==> src/rtl/eer_rl_pkg.sv <==
// Shared definitions for the EER-RL cluster-head blocks: word/address
// widths, the shared-memory map and the find_my_best state encoding.
// Optional feature macro: FIND_BEST_HOP_TIEBREAK_EN (adds the RD_HOPS state).
package eer_rl_pkg;

  localparam int WORD_WIDTH = 16;
  localparam int ADDR_WIDTH = 11;

  localparam logic [ADDR_WIDTH-1:0] NCNT_ADDR    = 11'h2B4;
  localparam logic [ADDR_WIDTH-1:0] NBR_ID_BASE  = 11'h072;
  localparam logic [ADDR_WIDTH-1:0] CHQ_BASE     = 11'h052;
  localparam logic [ADDR_WIDTH-1:0] NHOPS_BASE   = 11'h032;
  localparam logic [ADDR_WIDTH-1:0] BEST_CH_ADDR = 11'h2D8;
  localparam logic [ADDR_WIDTH-1:0] BEST_Q_ADDR  = 11'h2DA;

  // Largest neighbour count the tables can hold.
  localparam logic [4:0] MAX_NBR = 5'd16;

  typedef enum logic [3:0] {
    ST_IDLE,
    ST_RD_NCNT,
    ST_RD_ID,
    ST_RD_Q,
`ifdef FIND_BEST_HOP_TIEBREAK_EN
    ST_RD_HOPS,
`endif
    ST_CMP,
    ST_WR_CH,
    ST_WR_Q,
    ST_DONE
  } fmb_state_t;

  // Byte address of 16-bit table entry idx.
  function automatic logic [ADDR_WIDTH-1:0] word_addr(
    input logic [ADDR_WIDTH-1:0] base,
    input logic [4:0]            idx
  );
    return base + {5'b0, idx, 1'b0};
  endfunction

endpackage

==> src/rtl/find_my_best.sv <==
// find_my_best: scans the neighbour tables in shared memory, picks the entry
// with the largest unsigned Q and writes its ID and Q back to memory.
// Optional feature macro: FIND_BEST_HOP_TIEBREAK_EN (equal Q resolved by
// fewest hops; adds one read cycle per neighbour).
module find_my_best
  import eer_rl_pkg::*;
(
  input  logic                  clk,
  input  logic                  nrst,
  input  logic                  en,
  input  logic                  start,
  input  logic [WORD_WIDTH-1:0] data_in,
  output logic [ADDR_WIDTH-1:0] address,
  output logic                  wr_en,
  output logic [WORD_WIDTH-1:0] data_out,
  output logic                  busy,
  output logic                  done
);

  fmb_state_t            r_state;
  fmb_state_t            w_next;

  logic [4:0]            r_i;
  logic [4:0]            r_n;
  logic [WORD_WIDTH-1:0] r_cand_id;
  logic [WORD_WIDTH-1:0] r_cand_q;
  logic [WORD_WIDTH-1:0] r_best_id;
  logic [WORD_WIDTH-1:0] r_best_q;
  logic                  r_best_valid;
`ifdef FIND_BEST_HOP_TIEBREAK_EN
  logic [WORD_WIDTH-1:0] r_cand_hops;
  logic [WORD_WIDTH-1:0] r_best_hops;
`endif

  logic [4:0]            w_n;
  logic [4:0]            w_i_nxt;
  logic                  w_take;
  logic                  w_wr;
  logic                  w_done;

  assign w_n     = (data_in > {11'b0, MAX_NBR}) ? MAX_NBR : data_in[4:0];
  assign w_i_nxt = r_i + 5'd1;

`ifdef FIND_BEST_HOP_TIEBREAK_EN
  assign w_take = !r_best_valid || (r_cand_q > r_best_q) ||
                  ((r_cand_q == r_best_q) && (r_cand_hops < r_best_hops));
`else
  assign w_take = !r_best_valid || (r_cand_q > r_best_q);
`endif

  // Strobes are masked by nrst so a reset edge never coincides with a write.
  assign wr_en = w_wr & nrst;
  assign done  = w_done & nrst;

  // State register.
  always_ff @(posedge clk) begin
    if (!nrst) r_state <= ST_IDLE;
    else       r_state <= w_next;
  end

  // Next-state and memory-port outputs; the read address is driven in the
  // cycle before the state that consumes data_in.
  always_comb begin
    w_next   = r_state;
    address  = '0;
    data_out = '0;
    w_wr     = 1'b0;
    w_done   = 1'b0;
    busy     = (r_state != ST_IDLE);
    case (r_state)
      ST_IDLE: begin
        if (en && start) begin
          address = NCNT_ADDR;
          w_next  = ST_RD_NCNT;
        end
      end
      ST_RD_NCNT: begin
        if (w_n == 5'd0) begin
          w_next = ST_WR_CH;
        end else begin
          address = word_addr(NBR_ID_BASE, r_i);
          w_next  = ST_RD_ID;
        end
      end
      ST_RD_ID: begin
        address = word_addr(CHQ_BASE, r_i);
        w_next  = ST_RD_Q;
      end
      ST_RD_Q: begin
`ifdef FIND_BEST_HOP_TIEBREAK_EN
        address = word_addr(NHOPS_BASE, r_i);
        w_next  = ST_RD_HOPS;
`else
        w_next  = ST_CMP;
`endif
      end
`ifdef FIND_BEST_HOP_TIEBREAK_EN
      ST_RD_HOPS: w_next = ST_CMP;
`endif
      ST_CMP: begin
        if (w_i_nxt == r_n) begin
          w_next = ST_WR_CH;
        end else begin
          address = word_addr(NBR_ID_BASE, w_i_nxt);
          w_next  = ST_RD_ID;
        end
      end
      ST_WR_CH: begin
        address  = BEST_CH_ADDR;
        data_out = r_best_id;
        w_wr     = 1'b1;
        w_next   = ST_WR_Q;
      end
      ST_WR_Q: begin
        address  = BEST_Q_ADDR;
        data_out = r_best_q;
        w_wr     = 1'b1;
        w_next   = ST_DONE;
      end
      ST_DONE: begin
        w_done = 1'b1;
        w_next = ST_IDLE;
      end
      default: w_next = ST_IDLE;
    endcase
  end

  // Scan datapath: count, candidate latches and running best entry.
  always_ff @(posedge clk) begin
    if (!nrst) begin
      r_i          <= '0;
      r_n          <= '0;
      r_cand_id    <= '0;
      r_cand_q     <= '0;
      r_best_id    <= '0;
      r_best_q     <= '0;
      r_best_valid <= 1'b0;
`ifdef FIND_BEST_HOP_TIEBREAK_EN
      r_cand_hops  <= '0;
      r_best_hops  <= '0;
`endif
    end else begin
      case (r_state)
        ST_IDLE: begin
          if (en && start) begin
            r_i          <= '0;
            r_best_q     <= '0;
            r_best_id    <= '1;
            r_best_valid <= 1'b0;
          end
        end
        ST_RD_NCNT: r_n       <= w_n;
        ST_RD_ID:   r_cand_id <= data_in;
        ST_RD_Q:    r_cand_q  <= data_in;
`ifdef FIND_BEST_HOP_TIEBREAK_EN
        ST_RD_HOPS: r_cand_hops <= data_in;
`endif
        ST_CMP: begin
          if (w_take) begin
            r_best_id    <= r_cand_id;
            r_best_q     <= r_cand_q;
            r_best_valid <= 1'b1;
`ifdef FIND_BEST_HOP_TIEBREAK_EN
            r_best_hops  <= r_cand_hops;
`endif
          end
          r_i <= w_i_nxt;
        end
        default: ;
      endcase
    end
  end

endmodule

==> config.mk <==
export PLATFORM = sky130hd
export DESIGN_NAME = find_my_best
export DESIGN_NICKNAME = d
export VERILOG_FILES = /design/src/rtl/eer_rl_pkg.sv /design/src/rtl/find_my_best.sv
export SDC_FILE = /design/constraint.sdc
export NUM_CORES = 1
export LEC_CHECK = 0
export ABC_AREA = 1
export CORE_ASPECT_RATIO = 0.5
export CORE_UTILIZATION = 50
export DETAILED_ROUTE_END_ITERATION = 7
export PLACE_DENSITY = 0.8
export SLEW_MARGIN = 10
export SYNTH_ARGS = -nofsm -noshare
export SYNTH_HDL_FRONTEND = slang
export SYNTH_SLANG_ARGS = --single-unit
export TNS_END_PERCENT = 1
==> constraint.sdc <==
create_clock -name clk -period 6 [get_ports clk]
set_input_delay 1.5 -clock clk [delete_from_list [all_inputs] [get_ports clk]]
set_output_delay 1.5 -clock clk [all_outputs]
set_load 0.01 [all_outputs]
== Word-level counts from Yosys, hierarchy flattened ==
Cells that the tools add are included.

* Output and inout bits: 30
* Logic and storage cells: 59
* Input bits: 20
* Register bits after elaboration: 79

* Bitwise logic cells: 2
* $add $sub $neg: 4
* Eq/ne operators: 10
* Reductions and logical operators: 10
* Magnitude comparators: 2
* Multiplexer cells: 23

{| class="wikitable"
|+ Operator list
! operator !! number
|-
| $pmux 16 s2 || 3
|-
| $mux 16 || 4
|-
| $pmux 10 s6 || 1
|-
| $pmux 4 s7 || 1
|-
| $add 7x6->8 const A || 3
|-
| $eq 4x3->1 const B || 4
|-
| $gt 16x16->1 || 1
|-
| $gt 16x5->1 const B || 1
|-
| $mux 8 || 2
|-
| $mux 10 || 1
|-
| $mux 5 || 2
|-
| $pmux 5 s2 || 1
|-
| $eq 4x2->1 const B || 2
|-
| $mux 3 || 2
|-
| $add 5x1->5 const B || 1
|-
| $eq 5x5->1 || 1
|-
| $logic_not 5->1 || 1
|-
| $eq 4x1->1 const B || 1
|-
| $logic_not 4->1 || 1
|-
| $mux 1 || 4
|-
| $mux 4 || 1
|-
| $ne 2x2->1 const B || 2
|-
| $reduce_bool 4->1 || 1
|-
| $reduce_and 3->1 || 1
|-
| other kinds (8) || 9
|}

== Depth between registers and ports, before layout ==
Gate-level depths: netlist of the first run.

* Depth in word-level cells: 5
* Mapped depth: 17
* Mapped depth without buffers: 16

== Worst setup path after synthesis of the first run ==
OpenSTA, ideal clock, no wires.

* Path kind: input port to output port
* From: in nrst
* To: out wr_en
* Data arrival time: 2438 ps
* Path buffers: 3
* Data required time: 4500 ps
* Cell stages on the path: 5
* Path slack: 2062 ps
* Cells stage by stage: clkbuf_1 inv_1 clkbuf_1 buf_1 nor2_1

* Longest elaborated chain between the ends: 1

{| class="wikitable"
|+ RTL lines
! element !! line !! source
|-
| start, declared || find_my_best.sv:9 || <nowiki>input logic nrst,</nowiki>
|-
| $and 1x1->1 || find_my_best.sv:52 || <nowiki>assign wr_en = w_wr & nrst;</nowiki>
|-
| end, declared || find_my_best.sv:14 || <nowiki>output logic wr_en,</nowiki>
|}

Every way passes these cells.

== Worst setup path in the final report of the first run ==
* From: in data_in[6]
* To: out address[4]

* Longest elaborated chain between the ends: 5

{| class="wikitable"
|+ RTL lines
! element !! line !! source
|-
| start, declared || find_my_best.sv:12 || <nowiki>input logic [WORD_WIDTH-1:0] data_in,</nowiki>
|-
| $gt 16x5->1 || find_my_best.sv:41 || <nowiki>assign w_n = (data_in > {11'b0, MAX_NBR}) ? MAX_NBR : data_in[4:0];</nowiki>
|-
| $mux 5 || find_my_best.sv:41 ||
|-
| $logic_not 5->1 || find_my_best.sv:78 || <nowiki>if (w_n == 5'd0) begin</nowiki>
|-
| $mux 8 || find_my_best.sv:78 ||
|-
| $pmux 10 s6 || find_my_best.sv:70 || <nowiki>case (r_state)</nowiki>
|-
| end, declared || find_my_best.sv:13 || <nowiki>output logic [ADDR_WIDTH-1:0] address,</nowiki>
|}

Every way passes these cells.

==> flow_metrics.tcl, run 1 <==
set metrics [dict create \
    die_area_um2 8740 \
    grt_pass1_vias 3651 \
    die_y_um 66.6 \
    criticalPathCategory "in -> out" \
    cp.required_ns 4.50 \
    cts_tree "done" \
    tns_ns 0 \
    pwr-share-comb 0.307 \
    grt_start_max_net_pins 52 \
    root_buffer "clkbuf_16" \
    rows 23 \
    cp_max_fo 5 \
    diodes 0 \
    io_buffers 46 \
    netlist.area_leader.share 0.374 \
    hold_class "reg -> reg" \
    outcome "finished with violations" \
    yosysWarningCount 0 \
    cts_made_buffers 9 \
    met3_length_um 678 \
    fillers 734 \
    htreeDepth 3 \
    track_usage 0.262 \
    utilization 0.610 \
    antenna_found_initial 0 \
    hold_viol 0 \
    insertion_delay_ns 0.34 \
    p_switching_mw 0.559 \
    internal_power_mw 1.10 \
    seqPwrFrac 0.392 \
    routed.top_layer "met4" \
    grt_pass1_wl_um 17700 \
    swShare 0.336 \
    place_hpwl_um 7070 \
    synth_top_area_cell "dfxtp_1" \
    violations "design-rule violations" \
    rsz0062_at_grt "no" \
    overflow 0 \
    path_cells "clkdlybuf4s50_1, nor4_1, a31oi_1, nor2_1, o211ai_1, clkdlybuf4s50_1" \
    wl_met1_um 5170 \
    pwr_density_cell_nw_per_um2 338 \
    fin_nets 660 \
    drc 1 \
    ys_seq_area_frac 0.374 \
    routed_via_density 5.30 \
    ys_types 37 \
    synthTopCellsByArea "dfxtp_1 37%, nand2_1 8.0%, inv_1 7.4%" \
    cts_sinks 78 \
    setup.worst_path.start_class "input port" \
    ant_nets 0 \
    ctsLongestPathBuffers 2 \
    slew_viol_final 0 \
    final.period_utilization 0.889 \
    initial_core_util 0.518 \
    layout-drive-gt1-share 0.0848 \
    wirelength_um 10500 \
    die_w_um 131 \
    cp_common_cell "clkdlybuf4s50_1" \
    cts_resized 0 \
    ir_drop_mv 0.180 \
    syn_area_per_cell_um2 7.07 \
    slowest_delay_ns 0.57 \
    vias 3905 \
    end_kind "output pin" \
    arrival_ns 3.83 \
    mostFrequentLayoutCells "89 x nand2_1, 82 x inv_1, 78 x dfxtp_1" \
    synthToLayoutAreaGrowth_pct 17.8 \
    drt-initial-drc-count 383 \
    core_area_um2 8060 \
    wl_per_cell_um 14.3 \
    dr.pass1.iters 7 \
    hold_ws_ns 0.452 \
    max_cap_violations 0 \
    finClkSkew_ns 0.00583 \
    setup_violations 0 \
    synth-seq-cells 78 \
    min_period_ns 5.33 \
    clk_pin_slew_worst_paths_ns 0.05 \
    io_pins 50 \
    gp_congestion 0.906 \
    route.met2.wl_um 4550 \
    slew_headroom 0.279 \
    power_frac_clock 0.302 \
    post_cts_buffers 0 \
    p_leak_nw 1.99 \
    layout_commonest_cell "nand2_1" \
    syn_inst 590 \
    slowest_stage "nor4_1" \
    clock.fmax_mhz 188 \
    syn-cell-area_um2 4170 \
    max_slew.worst_pin.slew_ns 1.08 \
    cts_hold_buf 0 \
]
[cell families after synthesis]
logic type      after synthesis  synth area share
other cells                   1          0.000898
simple gates                232             0.257
fa+ha+maj                    19            0.0570
compound gates              136             0.182
buf+inv                     119             0.119
flops                        78             0.374
xor+xnor                      5            0.0105
[area by class of cell]
class / count / area, um^2 / area share
inverters: 87 / 327 / 0.0664
clock inverters: 1 / 5.00 / 0.00102
clock buffers: 14 / 264 / 0.0537
multi-input cells: 395 / 2130 / 0.433
flip-flops and latches: 78 / 1560 / 0.318
repair buffers: 50 / 490 / 0.0997
well taps: 112 / 140 / 0.0285
[sequential cells by signal, summed over array words and instances (netlist names)]
register      cells
r_i               5
r_cand_id        16
r_best_q         16
r_best_valid      1
r_state           3
r_best_id        16
r_cand_q         16
r_n               5
[worst max-delay path: cells and delay by family]
| kind | cells | cell delay, ns |
|---|---|---|
| AND/OR/NAND/NOR | 2 | 0.87 |
| buffers and inverters | 2 | 0.98 |
| AO/OA/AOI/OAI | 2 | 0.48 |
[Yosys cell counts (all sizes together)]
master,count
and2,1
nor2,72
clkbuf,16
conb,1
nand2,92
o211ai,6
dfxtp,78
a21o,1
nand4,6
a21oi,71
o21ai,40
nor4,2
a22oi,1
a31oi,2
nand3,51
ha,19
o22ai,15
nor3,5
or2,3
buf,16
inv,87
xor2,5
[per-layer routing]
| metal | global-route usage | up-vias |
|---|---|---|
| met2 | 0.430 | 126 |
| met1 | 0.341 | 1792 |
| met4 | 0.0809 | 0 |
| met3 | 0.0654 | 12 |
| li1 | - | 1975 |
| met5 | 0 | - |
[power by group through the flow]
stage / combinational [mW] / sequential (mW) / clock [mW]
floorplan: 0.359 / 0.649 / 0
detailed placement: 0.504 / 0.661 / 0
global placement: 0.494 / 0.657 / 0
finish: 0.511 / 0.652 / 0.502
global route: 0.580 / 0.662 / 0.532
CTS: 0.507 / 0.650 / 0.507
[worst paths after layout]
check                     from      endpoint  slack, ns  cells past startpoint
setup / recovery    data_in[6]    address[4]       0.67                      6
hold / removal    r_cand_id[7]  r_cand_id[7]       0.45                      2
setup reg to reg  r_best_q[15]  r_best_q[13]       3.44                     11
hold reg to reg   r_cand_id[7]  r_cand_id[7]       0.45                      2
[metrics by stage]
step | area, um^2 | setup slack (ns) | cells | total power [mW]
detailed placement | 4650 | 0.694 | 722 | 1.17
global placement | 4650 | 0.757 | 722 | 1.15
finish | 4920 | 0.667 | 737 | 1.66
global route | 4920 | 0.505 | 737 | 1.77
floorplan | 4180 | 2.06 | 592 | 1.01
CTS | 4920 | 0.691 | 737 | 1.66
No activity file was read; power rests on OpenSTA's default activity.
==> run 2, diff against run 1 <==
--- a/config.mk
+++ b/config.mk
@@ -14,4 +14,3 @@
 export SYNTH_ARGS = -nofsm -noshare
 export SYNTH_HDL_FRONTEND = slang
 export SYNTH_SLANG_ARGS = --single-unit
-export TNS_END_PERCENT = 1
==> constraint.sdc (replaced) <==
create_clock -name clk -period 6 [get_ports clk]
set_input_delay 1.5 -clock clk [delete_from_list [all_inputs] [get_ports clk]]
set_output_delay 1.5 -clock clk [all_outputs]
set_load 0.02 [all_outputs]
==> flow_metrics.tcl, run 2 (synthesis results as in run 1) <==
set metrics [dict create \
    ir_drop_mv 0.159 \
    place_hpwl_um 7120 \
    layout-drive-gt1-share 0.0909 \
    cts_sinks 78 \
    fillers 755 \
    rows 23 \
    cp_common_cell "clkdlybuf4s50_1" \
    clock.fmax_mhz 185 \
    io_pins 50 \
    tns_ns 0 \
    critPathBufInv 2 \
    rsz0062_at_grt "no" \
    utilization 0.614 \
    finClkSkew_ns 0.00547 \
    grt_start_max_net_pins 52 \
    grt_pass1_vias 3532 \
    diodes 0 \
    grt_pass1_wl_um 17500 \
    hold_viol 0 \
    wl_per_cell_um 14.2 \
    layout_setup_ws_ns 0.602 \
    routed_via_density 5.25 \
    cp_top_family "buffers and inverters" \
    arrival_ns 3.90 \
    timing.rr.start "r_best_q[15]" \
    wirelength_um 10500 \
    die_area_um2 8740 \
    slew_headroom 0.443 \
    io_buffers 46 \
    end_kind "output pin" \
    hold_ws_ns 0.451 \
    slowest_delay_ns 0.61 \
    cts_resized 0 \
    vias 3882 \
    min_period_ns 5.40 \
    criticalPathCategory "in -> out" \
    post_cts_buffers 0 \
    preCtsSetupSlack_ns 0.650 \
    ctsLongestPathBuffers 2 \
    layout_commonest_cell "nand2_1" \
    max_slew.worst_pin.slew_ns 0.833 \
    p_leak_nw 2.00 \
    insertion_delay_ns 0.35 \
    cts_hold_buf 0 \
    gp_congestion 0.882 \
    outcome "finished with violations" \
    worstHoldStart "r_cand_id[11]" \
    core_area_um2 8060 \
    synthToLayoutAreaGrowth_pct 18.4 \
    drc 1 \
    max_cap_violations 0 \
    mostFrequentLayoutCells "89 x nand2_1, 82 x inv_1, 78 x dfxtp_1" \
    die_y_um 66.6 \
    ant_nets 0 \
    track_usage 0.261 \
    path_cells "clkdlybuf4s50_1, nor4_1, a31oi_1, nor2_1, o211ai_1, clkdlybuf4s50_1" \
    htreeDepth 3 \
    clk_pin_slew_worst_paths_ns 0.06 \
    hold_class "reg -> reg" \
    pwr_density_cell_nw_per_um2 346 \
    setup_violations 0 \
    violations "design-rule violations" \
    antenna_found_initial 0 \
    final.period_utilization 0.900 \
    cts_tree "done" \
    drt-initial-drc-count 277 \
    cp_max_fo 5 \
    cp.required_ns 4.50 \
    setup.worst_path.start_class "input port" \
    dr.pass1.iters 7 \
    slowest_stage "nor4_1" \
    cp-startpoint "data_in[4]" \
    root_buffer "clkbuf_16" \
    p_total_mw 1.71 \
    overflow 0 \
    fin_nets 661 \
    slew_viol_final 0 \
    cts_made_buffers 9 \
    initial_core_util 0.518 \
    die_w_um 131 \
]
## run 2: changes by cell type in the layout (fill, tap and decap cells not counted)
cell        before  now
buf_4            4    5
clkbuf_1         3    1
clkbuf_8         2    3
clkinv_2         1    2
clkinvlp_4       0    1
## run 2: final timing paths
path	end	slack [ns]	cells after the start
worst max-delay path	address[2]	0.60	6
worst max register to register	r_best_q[3]	3.49	11
worst min register to register	r_cand_id[11]	0.45	2
worst min-delay path	r_cand_id[11]	0.45	2
## run 2: worst register-to-register path: cells and delay by family, from the launching register on
kind	cells	cell delay [ns]
adders and majority gates	1	0.32
AOI/OAI and AO/OA	1	0.06
DFF	1	0.33
and+or+nand+nor	8	1.61
buffers and inverters	1	0.07
## run 2: through the flow
step	cell area, um^2	std cells
2_1_floorplan	4180	592
3_3_place_gp	4660	723
3_5_place_dp	4660	723
4_1_cts	4940	739
5_1_grt	4940	739
6_report	4940	739
## run 2: where the power goes
group,switching (mW),internal [mW],total [mW]
registers,0.0447,0.606,0.650
logic,0.335,0.202,0.537
clock network,0.212,0.313,0.524
total,0.592,1.12,1.71
## run 2: layout make-up
type	count	area (um^2)	share of cell area
multi-input combinational	395	2130	0.431
tap	112	140	0.0283
sequential	78	1560	0.316
clock buffer	13	270	0.0547
clock inverter	3	17.5	0.00354
inverter	87	327	0.0661
timing repair buffer	51	498	0.101
## run 2: layer usage
layer  routed length, um  global-route usage  vias to the layer above  part of all wire
met2                4560               0.431                      135              0.44
met4                  92              0.0647                        0            0.0088
met1                5020               0.336                     1757              0.48
met5                   0                   0                        -                 0
li1                    -                   -                     1980                 -
met3                 781              0.0784                       10             0.075
